### src/rtl/bouncing_sprite_engine.sv
`default_nettype none
// ============================================================================
// Module   : bouncing_sprite_engine
// Brief    : N-sprite bouncing-square renderer; positions step once per frame
//            via a sequential per-sprite update FSM, with wall-bounce events.
// Revision : 1.0 - initial release
// ============================================================================
module bouncing_sprite_engine #(
    parameter int N_SPRITES = 4,
    parameter int SIZE      = 64,
    parameter int H_RES     = 640,
    parameter int V_RES     = 480,
    parameter int DX_BASE   = 2,
    parameter int DY_BASE   = 3,
    parameter logic [6*N_SPRITES-1:0] PALETTE =
        {6'b111100, 6'b000011, 6'b001100, 6'b110000}
) (
    input  logic       clk,
    input  logic       rst_n,
    input  logic       vsync,
    input  logic       video_active,
    input  logic [9:0] pix_x,
    input  logic [9:0] pix_y,
    input  logic       pause,
    input  logic       speed_x2,
    output logic [5:0] rgb,
    output logic       bounce_pulse,
    output logic [7:0] bounce_count,
    output logic       busy
);

    localparam int                 C_IDX_W = (N_SPRITES > 1) ? $clog2(N_SPRITES) : 1;
    localparam logic [9:0]         C_XL    = 10'(H_RES - SIZE);
    localparam logic [9:0]         C_YL    = 10'(V_RES - SIZE);
    localparam logic [10:0]        C_SIZE  = 11'(SIZE);
    localparam logic [C_IDX_W-1:0] C_LAST  = C_IDX_W'(N_SPRITES - 1);

    typedef enum logic [0:0] {
        S_IDLE   = 1'b0,
        S_UPDATE = 1'b1
    } state_t;

    state_t               r_state;
    logic [C_IDX_W-1:0]   r_idx;
    logic                 r_vsync_q;
    logic                 r_x2;
    logic [9:0]           r_x [N_SPRITES];
    logic [9:0]           r_y [N_SPRITES];
    logic [N_SPRITES-1:0] r_xdir;
    logic [N_SPRITES-1:0] r_ydir;

    logic        w_tick;
    logic [9:0]  w_bx, w_by, w_sx, w_sy;
    logic [11:0] w_xs, w_ys;
    logic [1:0]  w_nb;

    // Result packing: {bounce, new_dir, new_pos}. The sum is formed in 11 bits
    // and the decrement path never goes below zero.
    function automatic logic [11:0] axis_step(input logic [9:0] pos, input logic dir,
                                              input logic [9:0] spd, input logic [9:0] lim);
        logic [10:0] sum;
        sum = {1'b0, pos} + {1'b0, spd};
        if (dir) begin
            if (sum >= {1'b0, lim}) return {1'b1, 1'b0, lim};
            else                    return {1'b0, 1'b1, sum[9:0]};
        end else begin
            if (pos <= spd) return {1'b1, 1'b1, 10'd0};
            else            return {1'b0, 1'b0, pos - spd};
        end
    endfunction

    assign w_tick = vsync & ~r_vsync_q & ~pause & (r_state == S_IDLE);
    assign busy   = (r_state == S_UPDATE);

    always_comb begin
        w_bx = 10'(DX_BASE) + 10'(r_idx);
        w_by = 10'(DY_BASE) + 10'(r_idx);
        w_sx = r_x2 ? {w_bx[8:0], 1'b0} : w_bx;
        w_sy = r_x2 ? {w_by[8:0], 1'b0} : w_by;
        w_xs = axis_step(r_x[r_idx], r_xdir[r_idx], w_sx, C_XL);
        w_ys = axis_step(r_y[r_idx], r_ydir[r_idx], w_sy, C_YL);
        w_nb = {1'b0, w_xs[11]} + {1'b0, w_ys[11]};
    end

    always_ff @(posedge clk or negedge rst_n) begin
        if (!rst_n) begin
            r_state      <= S_IDLE;
            r_idx        <= '0;
            r_vsync_q    <= 1'b0;
            r_x2         <= 1'b0;
            bounce_pulse <= 1'b0;
            bounce_count <= 8'd0;
            for (int i = 0; i < N_SPRITES; i++) begin
                r_x[i]    <= 10'(i * (H_RES / N_SPRITES));
                r_y[i]    <= 10'(i * 64);
                r_xdir[i] <= (i % 2 == 0);
                r_ydir[i] <= 1'b1;
            end
        end else begin
            r_vsync_q    <= vsync;
            bounce_pulse <= 1'b0;
            case (r_state)
                S_IDLE: begin
                    if (w_tick) begin
                        r_state <= S_UPDATE;
                        r_idx   <= '0;
                        r_x2    <= speed_x2;
                    end
                end
                S_UPDATE: begin
                    r_x[r_idx]    <= w_xs[9:0];
                    r_xdir[r_idx] <= w_xs[10];
                    r_y[r_idx]    <= w_ys[9:0];
                    r_ydir[r_idx] <= w_ys[10];
                    bounce_pulse  <= |w_nb;
                    bounce_count  <= bounce_count + {6'd0, w_nb};
                    if (r_idx == C_LAST) begin
                        r_state <= S_IDLE;
                        r_idx   <= '0;
                    end else begin
                        r_idx <= r_idx + C_IDX_W'(1);
                    end
                end
                default: r_state <= S_IDLE;
            endcase
        end
    end

    logic [N_SPRITES-1:0] w_hit;
    logic [5:0]           w_color;

    generate
        for (genvar g = 0; g < N_SPRITES; g++) begin : g_hit
            assign w_hit[g] = ({1'b0, pix_x} >= {1'b0, r_x[g]}) &&
                              ({1'b0, pix_x} <  ({1'b0, r_x[g]} + C_SIZE)) &&
                              ({1'b0, pix_y} >= {1'b0, r_y[g]}) &&
                              ({1'b0, pix_y} <  ({1'b0, r_y[g]} + C_SIZE));
        end
    endgenerate

    // Walk from the top index down so the lowest-index hit has the last word.
    always_comb begin
        w_color = 6'd0;
        for (int i = N_SPRITES - 1; i >= 0; i--) begin
            if (w_hit[i]) w_color = PALETTE[6*i +: 6];
        end
    end

    always_ff @(posedge clk or negedge rst_n) begin
        if (!rst_n) rgb <= 6'd0;
        else        rgb <= video_active ? w_color : 6'd0;
    end

endmodule
`default_nettype wire
### config.mk
export PLATFORM = sky130hd
export DESIGN_NAME = bouncing_sprite_engine
export DESIGN_NICKNAME = d
export VERILOG_FILES = /design/src/rtl/bouncing_sprite_engine.sv
export SDC_FILE = /design/constraint.sdc
export NUM_CORES = 1
export LEC_CHECK = 0
export BUFFER_PORTS_ARGS = -buffer_cell sky130_fd_sc_hd__buf_2
export CORE_UTILIZATION = 35
export CTS_BUF_LIST = sky130_fd_sc_hd__clkbuf_8
export CTS_CLUSTER_DIAMETER = 80
export DETAILED_ROUTE_END_ITERATION = 12
export PLACE_DENSITY_LB_ADDON = 0.08
export SLEW_MARGIN = 0
export SYNTH_ARGS = -nofsm -noshare
export SYNTH_HDL_FRONTEND = slang
export SYNTH_SLANG_ARGS = --single-unit
### constraint.sdc
create_clock -name clk -period 16.4 [get_ports clk]
set_clock_uncertainty 0.15 [all_clocks]
set_input_delay 2.46 -clock clk [delete_from_list [all_inputs] [get_ports clk]]
set_output_delay 2.46 -clock clk [all_outputs]
set_load 0.02 [all_outputs]
Word level (Yosys, flattened, before mapping)
Cells that the tools add are included.
- input bits: 26
- bits in registers: 108
- output and inout bits: 16
- word-level logic and storage cells: 121
- mux-type cells: 38
- order comparisons: 24
- $add $sub $neg: 17
- bitwise gates (word level): 7
- reduce and logical (&&, ||, !) cells: 16
- eq/ne operators: 2
- operators by type and width (cell ; count):
    10-bit by 7-bit adder with 11-bit output, second input constant ; 8
    10-bit by 11-bit less-than comparator with 1-bit output ; 8
    40-bit bitwise mux ; 2
    10-bit >= comparator ; 8
    12-bit 2-to-1 mux ; 6
    10-bit 2-to-1 mux ; 5
    10-bit binary-select mux with 2-bit select ; 2
    6-bit 2-to-1 mux ; 5
    10-bit by 4-bit adder with 11-bit output ; 2
    10-bit demux with 2-bit select ; 1
    10-bit by 4-bit less-or-equal comparator with 1-bit output ; 2
    10-bit by 4-bit subtractor with 10-bit output ; 2
    1-bit logical AND ; 14
    11-bit by 10-bit >= comparator with 1-bit output, second input constant ; 1
    11-bit by 9-bit >= comparator with 1-bit output, second input constant ; 1
    8-bit by 2-bit adder with 8-bit output ; 1
    4-bit bitwise mux ; 2
    4-bit 2-to-1 mux ; 2
    2-bit by 2-bit adder with 3-bit output, first input constant ; 2
    1-bit 2-to-1 mux ; 6
    1-bit binary-select mux with 2-bit select ; 2
    2-bit 2-to-1 mux ; 2
    2-bit one-hot mux with 2 select lines ; 1
    1-bit AND ; 3
    14 further kinds ; 16

Logic depth before layout (Yosys ltp)
- word-level depth: 11
- depth in mapped cells: 23
- mapped depth without buffers: 20

Worst setup path after synthesis
No wires, ideal clock.
- kind: register -> register
- start point: reg r_idx[0]
- end point: reg bounce_count[6]
- data required time: 16121 ps
- setup slack: 11025 ps
- buffers on the path: 3
- setup time: 129 ps
- stages on the path, launching flop included: 22
- arrival time: 5096 ps
- clock period less this slack: 5375 ps
- cell sequence: dfrtp_1 buf_6 clkbuf_1 buf_1 inv_1 ha_1 mux2i_1 ha_1 a21o_1 a31o_2 and3_1 o31ai_1 nand2_1 a31oi_2 inv_1 ha_1 ha_1 inv_1 fa_1 nor2_1 nand3_1 xnor2_1
- longest elaborated chain between the ends: 10
- elaborated cells on any way between the ends: 29
- those cells by class: add/sub: 6; order compare: 4; mux: 18; bitwise: 1
- ends and longest elaborated chain (item ; RTL line ; RTL):
    from (decl) ; 44 ; logic [C_IDX_W-1:0] r_idx;
    from (signal assigned) ; 121 ; r_idx <= r_idx + C_IDX_W'(1);
    2-bit NOT with 3-bit output (not written as such) ; 80, 81 ;
    10-bit binary-select mux with 2-bit select, on equally long branches ; 80, 81 ;
    10-bit 2-to-1 mux, on equally long branches (2 in a row) ; 80, 81 ;
    10-bit by 4-bit adder with 11-bit output ; 62 ; sum = {1'b0, pos} + {1'b0, spd};
    11-bit by 10-bit >= comparator with 1-bit output / 11-bit by 9-bit >= comparator with 1-bit output (equally long branches) ; 64 ; if (sum >= {1'b0, lim}) return {1'b1, 1'b0, lim};
    12-bit 2-to-1 mux ; 64 ;
    12-bit 2-to-1 mux ; 63 ; if (dir) begin
    1-bit by 1-bit adder with 2-bit output * ; 82 ; w_nb = {1'b0, w_xs[11]} + {1'b0, w_ys[11]};
    8-bit by 2-bit adder with 8-bit output * ; 116 ; bounce_count <= bounce_count + {6'd0, w_nb};
    to (signal assigned) ; 116 ;
    to (decl) ; 28 ; output logic [7:0] bounce_count,
Mark *: on every way between the ends. The rest lies on a longest branch, timed or not. The select of a mux whose other input is x is not followed.
A chain may end at the register's enable or synchronous reset.

Worst setup path in the final report
- start point: reg r_idx[1]
- end point: reg bounce_count[6]
The elaborated chain is that of the path after synthesis.

==> impl_metrics.py <==
metrics = {
    "run_status": {
        "status": "finished, final reports clean",
    },
    "floorplan": {
        "die_y_um": 164.9,
        "ioPinCount": 42,
        "die_area_um2": 27200,
        "die_w_um": 164.9,
        "start_util_pct": 35.65,
        "core_um2": 26060,
        "row_count": 59,
    },
    "critical_path": {
        "end_kind": "register",
        "worstPathRequired_ns": 16.55,
        "r2r-end": "bounce_count[6]",
        "crit_chain": "buf_4 -> mux4_2 -> fa_1 -> a221oi_1 -> o211ai_1 -> and2_1 -> nor2_1 -> inv_1 -> ha_1 -> ha_1 -> inv_1 -> fa_1 -> nor2_1 -> nand3_1 -> xnor2_1",
        "critPathMaxStageDelay_ns": 0.92,
        "regToRegSetupSlack_ns": 10.67,
        "path_max_fanout": 17,
        "cp.arrival_ns": 5.88,
        "start_kind": "register",
        "worstSetupPathType": "reg -> reg",
        "rr_startpoint": "r_idx[1]",
        "r2r_cells": 15,
        "crit_slowest_cell": "dfrtp_1",
    },
    "logic_synthesis": {
        "synth_top_area_share_pct": 23.43,
        "ys_ff_latch": 105,
        "synth.area.top_cells": "dfrtp_1 23%, ha_1 20%, dfstp_2 5.1%",
        "ys_warn_count": 0,
        "synth_cells": 1005,
        "synth_nets": 1182,
        "syn_area_um2": 9290,
        "synth-async-reset-ratio_pct": 100.0,
        "ys_types": 70,
        "yosysTopAreaCell": "dfrtp_1",
        "avgSynthCellArea_um2": 9.244,
        "synth_edf_count": 0,
        "ys_seq_area_share_pct": 28.53,
        "synth_ff_type": "dfrtp_1",
    },
    "clocking": {
        "htree_levels": 3,
        "clock_latency_ns": 0.40,
        "clock_sinks": 105,
        "clock-root-buffer": "clkbuf_8",
        "hold_buffers": 0,
        "cts_setup_buffers": 0,
        "cts_buffer_depth": 2,
        "cts_made_buffers": 9,
        "cts_tree": "built",
        "cts_resized": 0,
        "clkTransAtPathRegs_ns": 0.11,
    },
    "sta": {
        "finalSetupViolCount": 0,
        "slew_viol_final": 0,
        "relSlewSlack_pct": 35.48,
        "fmax_mhz": 174.5,
        "worst_slew_pin_slew_ns": 0.9409,
        "rsz0062_at_grt": "no",
        "hold_viol_final": 0,
        "setup_tns_ns": 0,
        "period_share_pct": 34.94,
        "min_period_ns": 5.730,
    },
    "min_path": {
        "hold_start": "bounce_count[7]",
        "hold_class": "reg -> reg",
        "hold_end": "bounce_count[7]",
        "hold_path_depth": 1,
    },
    "global_route": {
        "grt_pass1_vias": 7097,
        "grt.total_usage_pct": 19.07,
        "grt_pass1_wl_um": 39550,
        "grt_max_degree": 55,
        "overflow": 0,
        "antenna_found_initial": 0,
    },
    "placed_design": {
        "dpl.hpwl_um": 19350,
        "portBuffers": 41,
        "gp_congestion": 0.8471,
    },
    "cells_and_area": {
        "final_nets": 1206,
        "seq_area_um2": 2651,
        "area_delta_synth_final_pct": 7.475,
        "multiInputGateArea_um2": 6033,
        "antenna_cells": 0,
        "fillers": 2646,
        "drive_gt1_share_pct": 15.28,
    },
    "routing": {
        "postRouteAntennaNets": 0,
        "dr.pass1.iters": 5,
        "dr.first_iter.drc_count": 362,
        "vias_per_cell": 5.213,
        "wl_per_cell_um": 18.03,
        "drc_errors": 0,
        "wl_um": 24680,
        "vias": 7136,
    },
    "job": {
        "cap_violations": 0,
    },
}
==> per-layer routing <==
| layer | wire length, um | part of all wire, % | GRT usage [%] |
|---|---|---|---|
| met2 | 11180 | 45 | 30.46 |
| met1 | 12660 | 51 | 27.36 |
| met4 | 229 | 0.93 | 3.753 |
| met5 | 0 | 0 | 0 |
| met3 | 615 | 2.5 | 2.587 |
==> cell usage in the layout (no fill, tap or decap), types with 11 or more instances in the layout <==
| cell | instances |
|---|---|
| buf_2 | 40 |
| nor2_1 | 47 |
| o21a_1 | 16 |
| a21oi_1 | 48 |
| nand2_1 | 93 |
| dfstp_2 | 18 |
| a21o_1 | 16 |
| o31ai_1 | 18 |
| xnor2_1 | 26 |
| nand2b_1 | 11 |
| mux2_2 | 40 |
| nand3_1 | 25 |
| dfrtp_1 | 86 |
| nor2b_1 | 15 |
| inv_1 | 120 |
| o21ai_0 | 62 |
| ha_1 | 146 |
| o21ai_1 | 15 |
| mux4_2 | 20 |
==> final cells by class <==
cell class | count | share of cell area [%]
Timing Repair Buffer | 47 | 2.531
Tap cell | 335 | 4.198
Inverter | 119 | 4.474
Clock buffer | 9 | 1.241
Sequential cell | 105 | 26.55
Clock inverter | 7 | 0.5764
Multi-Input combinational cell | 747 | 60.43
==> synthesized netlist by cell type (3+ instances only) <==
| cell type | number |
|---|---|
| a2111oi_0 | 5 |
| a211o_1 | 4 |
| a211oi_1 | 7 |
| a21o_1 | 16 |
| a21oi_1 | 48 |
| a221oi_1 | 3 |
| a22o_1 | 4 |
| a22oi_1 | 5 |
| a31oi_1 | 8 |
| a32oi_1 | 3 |
| and2_1 | 6 |
| and3_1 | 3 |
| buf_2 | 5 |
| buf_4 | 5 |
| clkbuf_1 | 21 |
| dfrtp_1 | 87 |
| dfstp_2 | 18 |
| fa_1 | 5 |
| ha_1 | 146 |
| inv_1 | 119 |
| mux2_2 | 40 |
| mux2i_1 | 8 |
| mux4_2 | 20 |
| nand2_1 | 93 |
| nand2b_1 | 11 |
| nand3_1 | 25 |
| nand3b_1 | 4 |
| nand4_1 | 9 |
| nor2_1 | 47 |
| nor2b_1 | 15 |
| nor3_1 | 9 |
| nor4b_1 | 4 |
| o2111ai_1 | 4 |
| o211ai_1 | 9 |
| o21a_1 | 16 |
| o21ai_0 | 62 |
| o21ai_1 | 15 |
| o21bai_1 | 7 |
| o31ai_1 | 18 |
| xnor2_1 | 26 |
| xor2_1 | 4 |
==> sequential cells by signal (all words and copies together) (netlist names) <==
| name | cells |
|---|---|
| bounce_count | 8 |
| bounce_pulse | 1 |
| busy | 1 |
| r_idx | 2 |
| r_vsync_q | 1 |
| r_x | 40 |
| r_x2 | 1 |
| r_xdir | 4 |
| r_y | 40 |
| r_ydir | 4 |
| rgb | 3 |
==> cells by family (layout without fill, tap and decap cells) <==
family | count (synthesis) | after routing | synth area share [%]
compound gates | 260 | 260 | 18.67
simple gates | 238 | 238 | 12.15
flops | 105 | 105 | 28.53
mux | 68 | 68 | 10.56
buf+inv | 153 | 182 | 6.532
xor+xnor | 30 | 30 | 2.828
fa+ha+maj | 151 | 151 | 20.74
==> critical path: cells and delay by family, from the launching register on <==
family | cells | cell delay, ns
flip-flops | 1 | 0.92
buffers and inverters | 3 | 0.57
multiplexers | 1 | 0.63
XOR/XNOR | 1 | 0.13
AO/OA/AOI/OAI | 2 | 0.85
adder cells (fa/ha/maj) | 4 | 1.33
AND/OR/NAND/NOR | 4 | 1.05
==> worst max-delay path by stage <==
stage                        start         endpoint  slack [ns]  cells after the start
final                     r_idx[1]  bounce_count[6]       10.67                     15
after global routing      r_idx[0]  bounce_count[6]       10.13                     18
after CTS                 r_idx[0]  bounce_count[6]       10.67                     18
after detailed placement  r_idx[1]  bounce_count[6]       10.67                     15
after global placement    r_idx[0]  bounce_count[6]       10.75                     18
after floorplan           r_idx[0]  bounce_count[6]       11.02                     21
==> stage by stage <==
stage / util [%] / std cells / instance area, um2 / hold WS (ns) / worst slack (ns)
floorplan: - / 1005 / 9290 / 0.2992 / 11.02
global placement: 37.62 / 1353 / 9803 / 0.3090 / 10.75
detailed placement: 37.62 / 1353 / 9803 / 0.3120 / 10.67
CTS: 38.32 / 1369 / 9985 / 0.3271 / 10.67
global route: 38.32 / 1369 / 9985 / 0.3353 / 10.13
finish: 38.32 / 1369 / 9985 / 0.3186 / 10.67
Power is not shown: default switching activity piles up to over one toggle a cycle in this logic, so the estimate is an artifact.
